<file path="src/rtl/ofdm_pkg.sv">
// Shared constants and the bin classification used by the OFDM subcarrier mapper.
package ofdm_pkg;

  localparam int NFFT    = 64;
  localparam int N_DATA  = 48;
  localparam int N_PILOT = 4;
  localparam int BIN_W   = 6;

  // Pilot bins, lowest index in the low field; PILOT_NEG marks the -1 pilot (bin 21).
  localparam logic [N_PILOT*BIN_W-1:0] PILOT_IDX = {6'd57, 6'd43, 6'd21, 6'd7};
  localparam logic [N_PILOT-1:0]       PILOT_NEG = 4'b0010;

  typedef enum logic [1:0] {
    BinNull,
    BinPilot,
    BinData
  } bin_type_e;

  // Classify an FFT bin: DC and the guard band are null, four pilots, the rest carry data.
  function automatic bin_type_e bin_type(input logic [BIN_W-1:0] k);
    bin_type_e t;
    t = BinData;
    if (k == '0 || (k >= 6'd27 && k <= 6'd37)) begin
      t = BinNull;
    end
    for (int i = 0; i < N_PILOT; i++) begin
      if (PILOT_IDX[i*BIN_W +: BIN_W] == k) begin
        t = BinPilot;
      end
    end
    return t;
  endfunction

  // True when bin k is a pilot carrying -1.
  function automatic logic pilot_neg(input logic [BIN_W-1:0] k);
    logic neg;
    neg = 1'b0;
    for (int i = 0; i < N_PILOT; i++) begin
      if (PILOT_IDX[i*BIN_W +: BIN_W] == k) begin
        neg = PILOT_NEG[i];
      end
    end
    return neg;
  endfunction

endpackage

</file>
<file path="src/rtl/ofdm_subcarrier_mapper.sv">
// Maps 48 data symbols per OFDM symbol onto a 64-bin frame (nulls, pilots, data) for the IFFT.
module ofdm_subcarrier_mapper
  import ofdm_pkg::*;
#(
  parameter int unsigned              DATA_W    = 12,
  parameter logic signed [DATA_W-1:0] PILOT_AMP = 12'sd1024
) (
  input  logic                aclk,
  input  logic                aresetn,
  input  logic [2*DATA_W-1:0] s_axis_sym_tdata,
  input  logic                s_axis_sym_tvalid,
  input  logic                s_axis_sym_tlast,
  output logic                s_axis_sym_tready,
  output logic [31:0]         m_axis_data_tdata,
  output logic                m_axis_data_tvalid,
  output logic                m_axis_data_tlast,
  input  logic                m_axis_data_tready,
  output logic                event_frame_started,
  output logic                event_tlast_unexpected,
  output logic                event_tlast_missing
);

  typedef enum logic [0:0] {
    StIdle,
    StRun
  } state_e;

  localparam logic [BIN_W-1:0] LastBin  = BIN_W'(NFFT - 1);
  localparam logic [BIN_W-1:0] LastData = BIN_W'(N_DATA - 1);

  state_e             state_q, state_d;
  logic [BIN_W-1:0]   k_q, k_d;
  logic [BIN_W-1:0]   d_q, d_d;
  logic [31:0]        tdata_q, tdata_d;
  logic               tvalid_q, tvalid_d;
  logic               tlast_q, tlast_d;
  logic               started_q, started_d;
  logic               unexp_q, unexp_d;
  logic               miss_q, miss_d;

  logic               load_en;
  logic               load_bin;
  logic               sym_accept;
  bin_type_e          k_type;
  logic signed [DATA_W-1:0] sym_re, sym_im, pilot_re;
  logic [31:0]        data_word, pilot_word;

  assign load_en    = !tvalid_q | m_axis_data_tready;
  assign k_type     = bin_type(k_q);
  // Only data bins pull from the input; null/pilot bins never consume a symbol.
  assign s_axis_sym_tready = load_en & (state_q == StRun | state_q == StIdle) &
                             (k_type == BinData);
  assign sym_accept = s_axis_sym_tvalid & s_axis_sym_tready;

  assign sym_re     = s_axis_sym_tdata[DATA_W-1:0];
  assign sym_im     = s_axis_sym_tdata[2*DATA_W-1:DATA_W];
  assign pilot_re   = pilot_neg(k_q) ? -PILOT_AMP : PILOT_AMP;
  // Each component sign-extended to 16 bits for the IFFT input format.
  assign data_word  = {16'(sym_im), 16'(sym_re)};
  assign pilot_word = {16'd0, 16'(pilot_re)};

  // Next-state: frame sequencing, output register load and framing checks.
  always_comb begin
    state_d   = state_q;
    k_d       = k_q;
    d_d       = d_q;
    tdata_d   = tdata_q;
    tvalid_d  = tvalid_q;
    tlast_d   = tlast_q;
    started_d = 1'b0;
    unexp_d   = 1'b0;
    miss_d    = 1'b0;
    load_bin  = 1'b0;

    if (load_en) begin
      unique case (state_q)
        StIdle: begin
          tvalid_d = 1'b0;
          tlast_d  = 1'b0;
          // Bin 0 is null, so a pending symbol only triggers the frame; it is not consumed.
          if (s_axis_sym_tvalid) begin
            tdata_d   = '0;
            tvalid_d  = 1'b1;
            started_d = 1'b1;
            k_d       = BIN_W'(1);
            d_d       = '0;
            state_d   = StRun;
          end
        end
        StRun: begin
          load_bin = (k_type != BinData) | s_axis_sym_tvalid;
          tvalid_d = load_bin;
          if (load_bin) begin
            unique case (k_type)
              BinData:  tdata_d = data_word;
              BinPilot: tdata_d = pilot_word;
              default:  tdata_d = '0;
            endcase
            tlast_d = (k_q == LastBin);
            k_d     = k_q + 1'b1;
            if (k_q == LastBin) begin
              state_d = StIdle;
            end
          end else begin
            tlast_d = 1'b0;
          end
        end
        default: state_d = StIdle;
      endcase
    end

    // Framing is fixed by the bin counter; tlast is only checked, never used to resync.
    if (sym_accept) begin
      d_d     = (d_q == LastData) ? '0 : d_q + 1'b1;
      unexp_d = s_axis_sym_tlast & (d_q != LastData);
      miss_d  = !s_axis_sym_tlast & (d_q == LastData);
    end
  end

  // State and output registers with asynchronous reset.
  always_ff @(posedge aclk or negedge aresetn) begin
    if (!aresetn) begin
      state_q   <= StIdle;
      k_q       <= '0;
      d_q       <= '0;
      tdata_q   <= '0;
      tvalid_q  <= 1'b0;
      tlast_q   <= 1'b0;
      started_q <= 1'b0;
      unexp_q   <= 1'b0;
      miss_q    <= 1'b0;
    end else begin
      state_q   <= state_d;
      k_q       <= k_d;
      d_q       <= d_d;
      tdata_q   <= tdata_d;
      tvalid_q  <= tvalid_d;
      tlast_q   <= tlast_d;
      started_q <= started_d;
      unexp_q   <= unexp_d;
      miss_q    <= miss_d;
    end
  end

  assign m_axis_data_tdata      = tdata_q;
  assign m_axis_data_tvalid     = tvalid_q;
  assign m_axis_data_tlast      = tlast_q;
  assign event_frame_started    = started_q;
  assign event_tlast_unexpected = unexp_q;
  assign event_tlast_missing    = miss_q;

endmodule

</file>
<file path="config.mk">
export PLATFORM = sky130hd
export DESIGN_NAME = ofdm_subcarrier_mapper
export DESIGN_NICKNAME = d
export VERILOG_FILES = /design/src/rtl/ofdm_pkg.sv /design/src/rtl/ofdm_subcarrier_mapper.sv
export SDC_FILE = /design/constraint.sdc
export NUM_CORES = 1
export LEC_CHECK = 0
export ABC_AREA = 1
export CAP_MARGIN = 25
export CORE_MARGIN = 1
export CORE_UTILIZATION = 42
export DETAILED_ROUTE_END_ITERATION = 8
export PLACE_DENSITY = 0.86
export SLEW_MARGIN = 20
export SYNTH_ARGS = -nofsm -noshare
export SYNTH_HDL_FRONTEND = slang
export SYNTH_SLANG_ARGS = --single-unit
</file>
<file path="constraint.sdc">
create_clock -name aclk -period 1.9 [get_ports aclk]
set_input_delay 0.285 -clock aclk [delete_from_list [all_inputs] [get_ports aclk]]
set_output_delay 0.285 -clock aclk [all_outputs]
set_load 0.005 [all_outputs]
</file>
After elaboration in Yosys (flattened, before gate mapping)
Index checks and enable logic that the tools add are counted.
Widths: inputs -> output; s select.
{"block": "word_totals", "ff_bits": 50, "input_bits": 29, "output_inout_bits": 38, "elab_cells": 74}
{"block": "op_classes", "add_sub_neg": 2, "magnitude_cmp": 2, "eq_ne": 13, "muxes": 32, "bitwise": 7, "reduce_logical": 9}
{"cell": "$pmux 32 s2", "count": 2}
{"cell": "$mux 32", "count": 2}
{"cell": "$mux 6", "count": 7}
{"cell": "$add 6x1->6 const B", "count": 2}
{"cell": "$eq 6x6->1 const A", "count": 2}
{"cell": "$eq 6x6->1 const B", "count": 2}
{"cell": "$mux 12", "count": 1}
{"cell": "$pmux 6 s2", "count": 1}
{"cell": "$mux 1", "count": 11}
{"cell": "$mux 2", "count": 5}
{"cell": "$eq 3x6->1 const A", "count": 1}
{"cell": "$eq 5x6->1 const A", "count": 1}
{"cell": "$ge 6x5->1 const B", "count": 1}
{"cell": "$le 6x6->1 const B", "count": 1}
{"cell": "$logic_not 6->1", "count": 1}
{"cell": "$ne 6x6->1 const B", "count": 1}
{"cell": "$pmux 1 s2", "count": 3}
{"cell": "$reduce_and 3->1", "count": 2}
{"cell": "$and 1x1->1", "count": 4}
{"cell": "$ne 2x1->1 const B", "count": 2}
{"cell": "$ne 2x2->1 const B", "count": 2}
{"cell": "$reduce_bool 2->1", "count": 2}
{"cell": "$eq 2x1->1 const B", "count": 1}
{"cell": "$eq 2x2->1 const B", "count": 1}
{"cell": "5 further kinds", "count": 7}

Logic depth before layout (Yosys ltp)
{"block": "depth", "word_depth": 13, "depth_mapped": 17, "mapped_depth_nobuf": 17}

Worst setup path before layout
No wires, ideal clock.
{"block": "synth_timing", "path_type": "flip-flop to flip-flop", "start": "register k_q[0]", "end": "register tdata_q[30] (netlist: m_axis_data_tdata[30])", "setup_time_ns": 0.117, "t_arrival_ns": 1.962, "t_required_ns": 1.783, "path_slack_ns": -0.179, "stages_incl_launch_ff": 14, "n_path_buf": 1, "period_less_slack_ns": 2.079, "cell_sequence": "dfrtp_1 ha_1 nand3_1 nand3_1 a21boi_0 nor2_1 ha_1 inv_2 nand2_1 a21oi_4 inv_2 buf_6 nand2_1 nand2_1"}
{"block": "synth_via", "elab_chain_len": 12, "word_cells_on_any_way": 23, "cone_classes": "order compare (2); eq/ne (8); mux (8); bitwise (1); reduce/logical (4)"}
{"element": "start: declaration", "line": "ofdm_subcarrier_mapper.sv:32", "text": "logic [BIN_W-1:0] k_q, k_d;"}
{"element": "start signal: assignment", "line": "ofdm_subcarrier_mapper.sv:134", "text": "k_q <= k_d;"}
{"element": "$ge 6x5->1 or $le 6x6->1 (tied branches)", "line": "ofdm_pkg.sv:23", "text": "if (k == '0 || (k >= 6'd27 && k <= 6'd37)) begin"}
{"element": "$logic_and 1x1->1", "line": "ofdm_pkg.sv:23"}
{"element": "$logic_or 1x1->1", "line": "ofdm_pkg.sv:23"}
{"element": "$mux 2", "line": "ofdm_pkg.sv:23"}
{"element": "$mux 2 (3 in series)", "line": "ofdm_pkg.sv:27", "text": "if (PILOT_IDX[i*BIN_W +: BIN_W] == k) begin"}
{"element": "$mux 2 *", "line": "ofdm_pkg.sv:27"}
{"element": "$eq 2x1->1 (tied with other cells)", "line": "ofdm_subcarrier_mapper.sv:94", "text": "unique case (k_type)"}
{"element": "$pmux 32 s2 or $or 1x1->1 (tied branches)", "line": "ofdm_subcarrier_mapper.sv:94, ofdm_subcarrier_mapper.sv:91"}
{"element": "$mux 32 or $ne 2x1->1 (tied branches)"}
{"element": "$pmux 32 s2 or $reduce_and 3->1 (tied branches)"}
{"element": "end signal: assignment", "line": "ofdm_subcarrier_mapper.sv:136", "text": "tdata_q <= tdata_d;"}
{"element": "end: declaration", "line": "ofdm_subcarrier_mapper.sv:34", "text": "logic [31:0] tdata_q, tdata_d;"}
Mark *: on every way between the ends. The rest lies on a longest branch, timed or not. The select of a mux whose other input is x is not followed.
A chain may end at the register's enable or synchronous reset.

Worst setup path after layout
{"block": "layout_timing", "start": "register k_q[1]", "end": "register k_q[5]"}
{"block": "layout_via", "elab_chain_len": 12, "word_cells_on_any_way": 21, "cone_classes": "add/sub (1); order compare (2); eq/ne (6); mux (7); bitwise (1); reduce/logical (4)"}
{"element": "$ge 6x5->1 or $le 6x6->1 (tied branches)", "line": "ofdm_pkg.sv:23"}
{"element": "$logic_and 1x1->1", "line": "ofdm_pkg.sv:23"}
{"element": "$logic_or 1x1->1", "line": "ofdm_pkg.sv:23"}
{"element": "$mux 2", "line": "ofdm_pkg.sv:23"}
{"element": "$mux 2 (4 in series)", "line": "ofdm_pkg.sv:27"}
{"element": "$ne 2x2->1", "line": "ofdm_subcarrier_mapper.sv:91", "text": "load_bin = (k_type != BinData) | s_axis_sym_tvalid;"}
{"element": "$or 1x1->1", "line": "ofdm_subcarrier_mapper.sv:91"}
{"element": "$ne 2x1->1 (no source line)"}
{"element": "$reduce_and 3->1 (no source line)"}
Parallel ways exist; a longest one is shown, timed or not. The select of a mux whose other input is x is not followed.

==> results.cfg <==
[synth]
synthCells = 281
ys_seq_elements = 42
synth-seq-area-share = 0.482
yosys_warnings = 0
ys_types = 19
syn-num-nets = 317
avgSynthCellArea_um2 = 7.75
syn_area_um2 = 2180

[pwr]
p_sw_w = 0.00224
peakVddDrop_v = 0.000933
p_seq_frac = 0.274
p_int_w = 0.00326
p_comb_frac = 0.627
powerDensity_nw_per_um2 = 1570
finalPower_w = 0.00550
p_sw_frac = 0.408
p_leak_nw = 1.68
clkPwrFrac = 0.099

[route]
antenna_left = 0
routedWlPerCell_um = 14.2
drtIter0Drc = 124
route.vias.total = 2223
avgViaCountPerCell = 5.06
wirelength_um = 6240
drt_pass1_iterations = 4
drc = 0

[final_layout]
diodes = 0
multi_input_area_um2 = 1160
fillers = 367
layout-drive-gt1-share = 0.266
seq_area_um2 = 1050
area_growth_pct = 60.6
final_cell_area_um2 = 3500
final_nets = 408

[cts]
clk_latency_ns = 0.29
clockBufferDepth = 2
cts_max_level = 2
cts_inserted_buffers = 5
clkTransAtPathRegs_ns = 0.08
cts-hold-fix-buffers = 0
cts_root_buf = clkbuf_8
cts_tree = built
cts_sinks = 42

[sta]
hold_violations = 0
finClkSkew_ns = 0.00450
setup_tns_ns = -10.78
grt_setup_unrepaired = true
period_minus_slack_ns = 2.22
maxSlewViolCount = 0
fin_ws_ns = -0.322
timing.final.crit_share = 1.17
whs_ns = 0.0459
setup_viol = 42
max_freq_mhz = 450
relSlewSlack = 0.654
worst_slew_pin_slew_ns = 0.520

[placement]
placed_area_um2 = 3030
preCtsSetupSlack_ns = -0.365
portBuffers = 66
gp_congestion = 0.946
dp_hpwl_um = 3860

[global_route]
grtUsageTotal = 0.226
antenna_found_initial = 0
grt-ovfl-total = 0
grt_pass1_wl_um = 9450
grt_pass1_vias = 2193
grt_max_degree = 43

[status]
violations = negative setup slack
outcome = finished with violations

[floorplanning]
rows = 25
die_x_um = 74.0
die_h_um = 74.0
core_um2 = 4850
dieArea_um2 = 5480
start_util = 0.449
ios = 67

[setup_path]
cp_cell_sequence = inv_4 > ha_4 > nand3_4 > nand2_2 > nand2_2 > a21boi_1 > nor2_1 > ha_2 > inv_2 > nand2_2 > a21oi_4 > buf_12 > buf_8 > nand4_1 > nand2_1
crit_fanout = 7
regToRegEndpoint = k_q[5]$_DFFE_PN0P_
rrSetupSlack_ns = -0.32
ff2ff_path_depth = 15
endpoint_kind = flip-flop
cp.arrival_ns = 2.46
cp_slowest_cell = dfrtp_2
startpoint_type = flip-flop
path_class = flip-flop to flip-flop
critical-path-max-stage-delay_ns = 0.44
path_common_cell = nand2_2
worstPathRequired_ns = 2.14
regToRegStartpoint = k_q[1]$_DFFE_PN0P_

[run]
maxCapViolations = 0

[min_path]
hold_path.class = input pin to asynchronous set/reset pin
[area by class of cell]
cell class | instances | area share
Sequential cell | 42 | 0.301
Inverter | 23 | 0.0290
Clock inverter | 2 | 0.00286
Multi-Input combinational cell | 199 | 0.333
Clock buffer | 5 | 0.0197
Timing Repair Buffer | 101 | 0.290
Tap cell | 67 | 0.0240
[state kept, by name, summed over array words and instances, names as in the netlist]
name	flops
event_frame_started	1
m_axis_data_tdata	24
m_axis_data_tvalid	1
state_q	1
k_q	6
event_tlast_unexpected	1
event_tlast_missing	1
m_axis_data_tlast	1
d_q	6
[synthesized netlist by cell type]
master / instances / share of area
nor2_1: 25 / 0.043
nand3_1: 40 / 0.092
dfrtp_1: 42 / 0.48
buf_6: 2 / 0.010
inv_1: 21 / 0.036
xor2_1: 2 / 0.0080
nand4_1: 6 / 0.017
buf_4: 8 / 0.028
nand2_1: 100 / 0.17
or2_2: 1 / 0.0029
a21oi_1: 2 / 0.0046
o21ai_0: 12 / 0.028
inv_2: 2 / 0.0034
ha_1: 7 / 0.040
a21oi_4: 1 / 0.0075
buf_2: 7 / 0.016
a21boi_0: 1 / 0.0034
nor3_1: 1 / 0.0023
nor2_2: 1 / 0.0029
[cells by family (layout without fill, tap and decap cells)]
kind of cell / Yosys count / in the layout / synth area share
AO/OA/AOI/OAI: 16 / 16 / 0.0431
XOR/XNOR: 2 / 2 / 0.00804
adder cells (fa/ha/maj): 7 / 7 / 0.0402
buffers and inverters: 40 / 131 / 0.0936
flip-flops: 42 / 42 / 0.482
AND/OR/NAND/NOR: 174 / 174 / 0.333
[power groups by stage]
stage / combinational (W) / clock (W) / sequential, W
floorplan: 0.00137 / 0 / 0.00152
global placement: 0.00251 / 0 / 0.00151
detailed placement: 0.00260 / 0 / 0.00153
CTS: 0.00290 / 0.000551 / 0.00152
global route: 0.00374 / 0.000604 / 0.00156
finish: 0.00345 / 0.000543 / 0.00151
[critical path, delay by kind of cell, from the launching register on]
kind | cells | cell delay (ns)
adders and majority gates | 2 | 0.35
AOI/OAI and AO/OA | 2 | 0.33
buffers and inverters | 4 | 0.48
DFF | 1 | 0.44
and+or+nand+nor | 7 | 0.57
[metrics by stage]
step           cells  utilization
4_1_cts          433        0.671
3_5_place_dp     422        0.626
5_1_grt          439        0.722
3_3_place_gp     422        0.626
2_1_floorplan    281            -
6_report         439        0.722
[how the worst max path moves through the flow]
stage,startpoint,endpoint,cells after the start
6_report,k_q[1]$_DFFE_PN0P_,k_q[5]$_DFFE_PN0P_,15
3_5_place_dp,k_q[1]$_DFFE_PN0P_,s_axis_sym_tready,11
4_1_cts,k_q[0]$_DFFE_PN0P_,s_axis_sym_tready,13
5_1_grt,k_q[1]$_DFFE_PN0P_,k_q[5]$_DFFE_PN0P_,15
2_1_floorplan,k_q[0]$_DFFE_PN0P_,m_axis_data_tdata[30]$_DFFE_PN0P_,17
3_3_place_gp,k_q[1]$_DFFE_PN0P_,s_axis_sym_tready,11
[cell usage in the layout (no fill, tap or decap), types with 6 or more instances in the layout]
cell	instances
nor2_1	19
clkdlybuf4s50_1	64
inv_1	17
nand2_2	6
nand4_1	6
nand3_2	19
buf_4	23
dfrtp_1	40
nand2_1	93
nand3_1	19
buf_6	6
[repair_timing]
item | CTS | global route
setup buffers | 4 | 6
pin swaps | 14 | 28
cloned | 0 | 2
resized for setup | 36 | 44
setup endpoints to repair | 42 | 42
[layer usage]
layer / track usage / routed length, um
met5: 0 / 0
met4: 0.120 / 252
met3: 0.0420 / 292
met2: 0.406 / 3230
met1: 0.255 / 2460
No activity file was read; power rests on OpenSTA's default activity.
